==> src/rtl/hplvds_pkg.sv <==
// Shared types and defaults for the HPLVDS pad-pair link sequencer.
// Holds the state encoding, the pad-control bundle and the state-to-pad decode.
package hplvds_pkg;

  typedef enum logic [2:0] {
    ST_OFF      = 3'd0,
    ST_BIAS     = 3'd1,
    ST_SETTLE   = 3'd2,
    ST_IDLE     = 3'd3,
    ST_EXIT_EI  = 3'd4,
    ST_ACTIVE   = 3'd5,
    ST_SHUTDOWN = 3'd6
  } linkState_t;

  typedef struct packed {
    logic txEn;
    logic vcmEn;
    logic rtermEn;
    logic rxEn;
    logic eiDetEn;
    logic txEi;
  } padCtrl_t;

  localparam int unsigned CNT_W_DEF         = 8;
  localparam int unsigned BIAS_WAIT_CYC_DEF = 64;
  localparam int unsigned VCM_WAIT_CYC_DEF  = 32;
  localparam int unsigned EI_WAIT_CYC_DEF   = 8;
  localparam int unsigned EI_DEB_CYC_DEF    = 4;

  // Pad enables implied by each state; unused encodings fall back to the safe OFF pattern.
  function automatic padCtrl_t padDecode(input linkState_t s);
    padCtrl_t p;
    case (s)
      ST_OFF:      p = 6'b000001;
      ST_BIAS:     p = 6'b111001;
      ST_SETTLE:   p = 6'b111111;
      ST_IDLE:     p = 6'b111111;
      ST_EXIT_EI:  p = 6'b111111;
      ST_ACTIVE:   p = 6'b111110;
      ST_SHUTDOWN: p = 6'b111001;
      default:     p = 6'b000001;
    endcase
    return p;
  endfunction

endpackage

==> src/rtl/hplvds_ei_debounce.sv <==
// Synchronises the pad's asynchronous EI_DETECT output and debounces it into a
// stable remote-idle flag; held at 0 while the detector is disabled.
module hplvds_ei_debounce #(
  parameter int unsigned EI_DEB_CYC = 4
) (
  input  logic clk,
  input  logic rst,
  input  logic eiAsync,
  input  logic enable,
  output logic rxEi
);

  localparam int unsigned DEB_W = $clog2(EI_DEB_CYC + 1);
  localparam logic [DEB_W-1:0] DEB_LAST = DEB_W'(EI_DEB_CYC - 1);
  localparam logic [DEB_W-1:0] DEB_ONE  = DEB_W'(1);

  logic syncA;
  logic syncB;
  logic [DEB_W-1:0] debCnt;
  logic rxEiReg;

  // Two-flop synchroniser for the asynchronous pad output.
  always_ff @(posedge clk or posedge rst) begin
    if (rst) begin
      syncA <= 1'b0;
      syncB <= 1'b0;
    end else begin
      syncA <= eiAsync;
      syncB <= syncA;
    end
  end

  // Count consecutive disagreeing samples; flip the flag once the run is long enough.
  always_ff @(posedge clk or posedge rst) begin
    if (rst) begin
      debCnt  <= {DEB_W{1'b0}};
      rxEiReg <= 1'b0;
    end else if (!enable) begin
      debCnt  <= {DEB_W{1'b0}};
      rxEiReg <= 1'b0;
    end else if (syncB == rxEiReg) begin
      debCnt  <= {DEB_W{1'b0}};
      rxEiReg <= rxEiReg;
    end else if (debCnt == DEB_LAST) begin
      debCnt  <= {DEB_W{1'b0}};
      rxEiReg <= ~rxEiReg;
    end else begin
      debCnt  <= debCnt + DEB_ONE;
      rxEiReg <= rxEiReg;
    end
  end

  assign rxEi = rxEiReg;

endmodule

==> src/rtl/hplvds_link_seq.sv <==
// Power-up / electrical-idle / shutdown sequencer for one HPLVDS TX/RX pad pair.
// Pad controls are registered from the next state so they change together with STATE_O.
module hplvds_link_seq
  import hplvds_pkg::*;
#(
  parameter int unsigned CNT_W         = CNT_W_DEF,
  parameter int unsigned BIAS_WAIT_CYC = BIAS_WAIT_CYC_DEF,
  parameter int unsigned VCM_WAIT_CYC  = VCM_WAIT_CYC_DEF,
  parameter int unsigned EI_WAIT_CYC   = EI_WAIT_CYC_DEF,
  parameter int unsigned EI_DEB_CYC    = EI_DEB_CYC_DEF
) (
  input  logic       CLK_I,
  input  logic       RST_I,
  input  logic       LINK_EN_I,
  input  logic       TX_IDLE_REQ_I,
  input  logic [3:0] TX_BIAS_CFG_I,
  input  logic [3:0] TX_VCM_CFG_I,
  input  logic [3:0] RTERM_TRIM_CFG_I,
  input  logic       EI_DETECT_I,
  output logic       TX_EN_O,
  output logic       TX_VCM_EN_O,
  output logic       TX_EI_O,
  output logic       RTERM_EN_O,
  output logic       RX_EN_O,
  output logic       EI_DETECT_EN_O,
  output logic [3:0] TX_BIAS_O,
  output logic [3:0] TX_VCM_O,
  output logic [3:0] RTERM_TRIM_O,
  output logic       RX_EI_O,
  output logic       LINK_READY_O,
  output logic [2:0] STATE_O
);

  localparam logic [CNT_W-1:0] BIAS_LOAD = CNT_W'(BIAS_WAIT_CYC - 1);
  localparam logic [CNT_W-1:0] VCM_LOAD  = CNT_W'(VCM_WAIT_CYC - 1);
  localparam logic [CNT_W-1:0] EI_LOAD   = CNT_W'(EI_WAIT_CYC - 1);
  localparam logic [CNT_W-1:0] CNT_ONE   = CNT_W'(1);
  localparam logic [CNT_W-1:0] CNT_ZERO  = {CNT_W{1'b0}};

  linkState_t state;
  linkState_t nextState;
  logic [CNT_W-1:0] cnt;
  logic [CNT_W-1:0] nextCnt;
  logic timerDone;
  padCtrl_t pad;
  logic linkReady;
  logic [3:0] biasTrim;
  logic [3:0] vcmTrim;
  logic [3:0] rtermTrim;

  assign timerDone = (cnt == CNT_ZERO);

  // Next-state selection; dropping LINK_EN outranks every other condition except in SHUTDOWN.
  always_comb begin
    nextState = state;
    case (state)
      ST_OFF: begin
        if (LINK_EN_I) nextState = ST_BIAS;
        else           nextState = ST_OFF;
      end
      ST_BIAS: begin
        if (!LINK_EN_I)     nextState = ST_OFF;
        else if (timerDone) nextState = ST_SETTLE;
        else                nextState = ST_BIAS;
      end
      ST_SETTLE: begin
        if (!LINK_EN_I)     nextState = ST_OFF;
        else if (timerDone) nextState = ST_IDLE;
        else                nextState = ST_SETTLE;
      end
      ST_IDLE: begin
        if (!LINK_EN_I)         nextState = ST_SHUTDOWN;
        else if (!TX_IDLE_REQ_I) nextState = ST_EXIT_EI;
        else                    nextState = ST_IDLE;
      end
      ST_EXIT_EI: begin
        if (!LINK_EN_I)         nextState = ST_SHUTDOWN;
        else if (TX_IDLE_REQ_I) nextState = ST_IDLE;
        else if (timerDone)     nextState = ST_ACTIVE;
        else                    nextState = ST_EXIT_EI;
      end
      ST_ACTIVE: begin
        if (!LINK_EN_I)         nextState = ST_SHUTDOWN;
        else if (TX_IDLE_REQ_I) nextState = ST_IDLE;
        else                    nextState = ST_ACTIVE;
      end
      ST_SHUTDOWN: begin
        if (timerDone) nextState = ST_OFF;
        else           nextState = ST_SHUTDOWN;
      end
      default: nextState = ST_OFF;
    endcase
  end

  // Settle timer: reload on entry to a timed state, otherwise count down and park at zero.
  always_comb begin
    nextCnt = cnt;
    if (nextState != state) begin
      case (nextState)
        ST_BIAS:     nextCnt = BIAS_LOAD;
        ST_SETTLE:   nextCnt = VCM_LOAD;
        ST_EXIT_EI:  nextCnt = EI_LOAD;
        ST_SHUTDOWN: nextCnt = EI_LOAD;
        default:     nextCnt = CNT_ZERO;
      endcase
    end else if (!timerDone) begin
      nextCnt = cnt - CNT_ONE;
    end else begin
      nextCnt = cnt;
    end
  end

  // Sequencer state, timer, registered pad controls and OFF-only trim capture.
  always_ff @(posedge CLK_I or posedge RST_I) begin
    if (RST_I) begin
      state     <= ST_OFF;
      cnt       <= CNT_ZERO;
      pad       <= padDecode(ST_OFF);
      linkReady <= 1'b0;
      biasTrim  <= 4'h0;
      vcmTrim   <= 4'h0;
      rtermTrim <= 4'h0;
    end else begin
      state     <= nextState;
      cnt       <= nextCnt;
      pad       <= padDecode(nextState);
      linkReady <= (nextState == ST_ACTIVE);
      if (state == ST_OFF) begin
        biasTrim  <= TX_BIAS_CFG_I;
        vcmTrim   <= TX_VCM_CFG_I;
        rtermTrim <= RTERM_TRIM_CFG_I;
      end else begin
        biasTrim  <= biasTrim;
        vcmTrim   <= vcmTrim;
        rtermTrim <= rtermTrim;
      end
    end
  end

  hplvds_ei_debounce #(
    .EI_DEB_CYC(EI_DEB_CYC)
  ) uEiDebounce (
    .clk    (CLK_I),
    .rst    (RST_I),
    .eiAsync(EI_DETECT_I),
    .enable (pad.eiDetEn),
    .rxEi   (RX_EI_O)
  );

  assign TX_EN_O        = pad.txEn;
  assign TX_VCM_EN_O    = pad.vcmEn;
  assign RTERM_EN_O     = pad.rtermEn;
  assign RX_EN_O        = pad.rxEn;
  assign EI_DETECT_EN_O = pad.eiDetEn;
  assign TX_EI_O        = pad.txEi;
  assign TX_BIAS_O      = biasTrim;
  assign TX_VCM_O       = vcmTrim;
  assign RTERM_TRIM_O   = rtermTrim;
  assign LINK_READY_O   = linkReady;
  assign STATE_O        = state;

endmodule

==> config.mk <==
export PLATFORM = sky130hd
export DESIGN_NAME = hplvds_link_seq
export DESIGN_NICKNAME = d
export VERILOG_FILES = /design/src/rtl/hplvds_pkg.sv /design/src/rtl/hplvds_ei_debounce.sv /design/src/rtl/hplvds_link_seq.sv
export SDC_FILE = /design/constraint.sdc
export NUM_CORES = 1
export LEC_CHECK = 0
export BUFFER_PORTS_ARGS = -buffer_cell sky130_fd_sc_hd__buf_2
export CAP_MARGIN = 20
export CORE_MARGIN = 10
export CORE_UTILIZATION = 50
export CTS_BUF_LIST = sky130_fd_sc_hd__clkbuf_16
export DETAILED_ROUTE_END_ITERATION = 8
export PLACE_DENSITY = 0.8
export SKIP_LAST_GASP = 1
export SLEW_MARGIN = 20
export SYNTH_ARGS = -nofsm -noshare
export SYNTH_HDL_FRONTEND = slang
export SYNTH_SLANG_ARGS = --single-unit
export TNS_END_PERCENT = 100
==> constraint.sdc <==
create_clock -name CLK_I -period 2.9 [get_ports CLK_I]
set_clock_uncertainty 0.15 [all_clocks]
set_input_delay 0.29 -clock CLK_I [delete_from_list [all_inputs] [get_ports CLK_I]]
set_output_delay 0.29 -clock CLK_I [all_outputs]
set_load 0.02 [all_outputs]
==> out/qor.csv <==
stage,metric,value,unit
sta,Tcrit/Tclk final,90.6,%
synthesis,cell taking the most area after synthesis,dfrtp_1,
place,Final GP Congestion,0.884,
setup_path,WP data required,2.91,ns
clock_tree,clock sinks,33,
setup_path,Critical Path AT,2.64,ns
sta,setup TNS,0,ns
global_routing,largest net degree at the start of global routing,34,
floorplanning,core area,0.00308,sq mm
drt,DR WL/cell,15.0,um
flow_run,Max Cap Viol,0,
synthesis,Ys Warns,0,
drt,Vias per Instance,5.39,
sta,Final Hold Vio Count,0,
floorplanning,overall die height,77.0,um
min_path,Tightest Hold Check Type,in2reg,
clock_tree,Clock Latency Late Sink,0.27,ns
layout,Final Cell Area,0.00201,sq mm
layout,area growth from synthesis to layout,24.2,%
pwr,P_leak,0.936,nW
place,hpwl dp,2.65,mm
layout,n_diodes,0,
synthesis,Syn Area/Cell,10.8,sq um
floorplanning,row count,20,
pwr,pwr dens,1240,mW/mm^2
synthesis,Synthesized Nets,169,
layout,sequential cell area,827,sq um
drt,starting DRC count in detailed routing,80,
clock_tree,Num CTS Buffers,5,
clock_tree,Max Root-Sink Buffers,2,
layout,layout cells sized above 1,35.1,%
sta,Final setup violation count,0,
global_routing,total gr overflow,0,
outcome,status,finished clean,
sta,post-route minimum period,2.63,ns
sta,max-slew violations,0,
sta,RSZ-0062 raised after global routing,no,
synthesis,Syn Inst Count,150,
layout,Layout Nets,209,
floorplanning,Die X,77.0,um
place,placed cell area,0.00183,sq mm
clock_tree,"Reg clk slew, reported paths",0.05,ns
sta,fmax,381,MHz
global_routing,vias in the first global route,1220,
synthesis,synthesis-stage register bit count,33,
global_routing,GRT Util Overall,12.2,%
clock_tree,htree depth,2,
floorplanning,Starting Density,52.7,%
setup_path,Crit Path Max Fanout,6,
floorplanning,Boundary Pins,40,
synthesis,synth unique cells,39,
synthesis,post-synthesis sequential area ratio,51.0,%
setup_path,CP Capture Type,register,
clock_tree,TritonCTS clock tree,done,
sta,Slew @ Worst Pin,0.520,ns
drt,Total Wirelength,3.53,mm
drt,DRC viols,0,
floorplanning,full die area,0.00592,sq mm
drt,DR pass1 iterations,5,
synthesis,Post-synth ARST share,100,%
sta,Slew Limit Headroom,65.0,%
synthesis,post-synth top area share,49.4,%
drt,Routed Antenna Nets,0,
synthesis,number of flops mapped to enable cells by yosys,0,
global_routing,first-pass GRT wire length,5.84,mm
place,IO Port Bufs,39,
clock_tree,root buffer selected by CTS,clkbuf_16,
setup_path,critical path class,reg2reg,
layout,filler cell count,224,
synthesis,Synth Cell Area,0.00162,sq mm
synthesis,synth top area cells,"dfrtp_1 (49%), mux2_2 (8.3%), o21ai_0 (3.4%), nor3_1 (2.8%), buf_4 (2.3%)",
global_routing,initial antenna violation count,0,
synthesis,ys flop type,dfrtp_1,
layout,multi-input logic area,713,sq um
clock_tree,post-CTS setup repair buffer count,0,
drt,vias,1266,
pwr,VDD IR max,0.618,mV
setup_path,element type at the critical path start,register,
## routing by layer
layer,share of wire (%),wire length [um],vias to the layer above,track usage (%)
met1,40,1410,615,13.4
met4,1.6,58,0,6.69
met5,0,0,-,0
met3,6.7,237,5,4.90
met2,52,1820,44,19.6
li1,-,-,602,-
## cell usage after synthesis (3+ instances only)
cell type,n
a21oi_1,4
buf_4,5
dfrtp_1,32
inv_1,7
mux2_2,12
mux2i_1,3
nand2_1,7
nand2b_1,4
nand3_1,5
nor2_1,9
nor2b_1,6
nor3_1,9
o21ai_0,11
xnor2_1,3
xor2_1,4
## path summary, 6_finish.rpt
check	startpoint	endpoint	slack (ns)	depth (start not counted)
hold / removal	TX_VCM_CFG_I[1]	TX_VCM_O[1]	0.1	2
setup / recovery	cnt[0]	cnt[5]	0.27	8
min in group asynchronous	RST_I	uEiDebounce.syncB	0.49	4
max in group asynchronous	RST_I	TX_EI_O	1.78	4
hold reg to reg	uEiDebounce.syncA	uEiDebounce.syncB	0.22	0
setup reg to reg	cnt[0]	cnt[5]	0.27	8
## worst max-delay path: stages, from the launching register on
cell	delay, ns
dfrtp_1	0.38
inv_1	0.11
ha_1	0.25
or4b_4	0.52
o311ai_0	0.30
o21ai_0	0.22
a2bb2oi_2	0.31
nor3_1	0.09
a31o_1	0.19
## cells in the final DEF, fill, tap and decap left out, types with 3 or more instances in the layout
master / count
inv_1: 8
clkbuf_16: 5
nand2b_1: 4
nor2_1: 9
nand2_1: 7
mux2_2: 12
a21oi_1: 4
nand3_1: 5
buf_2: 39
xnor2_1: 3
xor2_1: 4
o21ai_0: 11
dfrtp_1: 32
nor2b_1: 6
mux2i_1: 3
nor3_1: 8
## timing repair
item,in CTS,in global routing
resized for setup,0,0
endpoints found under the hold margin,33,0
hold buffers,2,0
## sequential cells by signal, indices dropped and copies added (netlist names)
register and count:
uEiDebounce.syncB 1, uEiDebounce.debCnt 3, LINK_READY_O 1, uEiDebounce.rxEi 1
RTERM_EN_O 1, RTERM_TRIM_O 4, STATE_O 3, TX_VCM_O 4
cnt 8, uEiDebounce.syncA 1, TX_BIAS_O 4, TX_EI_O 1
EI_DETECT_EN_O 1
## power breakdown
group	leakage, nW	internal [mW]	switching, mW	total (mW)
Combinational	0.448	0.476	0.643	1.12
Clock	0.0826	0.398	0.174	0.572
Sequential	0.405	0.642	0.164	0.806
Total	0.936	1.52	0.981	2.50
## through the flow
step	total power, mW	hold WS, ns	setup slack [ns]	std cells	utilization (%)
floorplan	1.65	0.171	0.505	150	-
global placement	1.88	0.186	0.413	225	59.5
detailed placement	1.93	0.215	0.302	225	59.5
CTS	2.51	0.0941	0.290	235	65.4
global route	2.66	0.101	0.116	235	65.4
finish	2.50	0.0972	0.272	235	65.4
## kinds of logic (layout without fill, tap and decap cells)
family	count (synthesis)	in the layout	share of synthesized area (%)
adder cells (fa/ha/maj)	2	2	1.54
AND/OR/NAND/NOR	48	48	16.0
flip-flops	33	33	51.0
buffers and inverters	17	58	5.32
AO/OA/AOI/OAI	28	28	12.2
multiplexers	15	15	10.2
XOR/XNOR	7	7	3.78
## layout make-up
class | instances | area share (%)
tap | 44 | 2.73
clock inverter | 3 | 1.86
sequential | 33 | 41.1
timing repair buffer | 43 | 11.4
inverter | 7 | 1.30
multi-input combinational | 100 | 35.4
clock buffer | 5 | 6.21
Note: power is estimated with default switching activity, not from simulation.
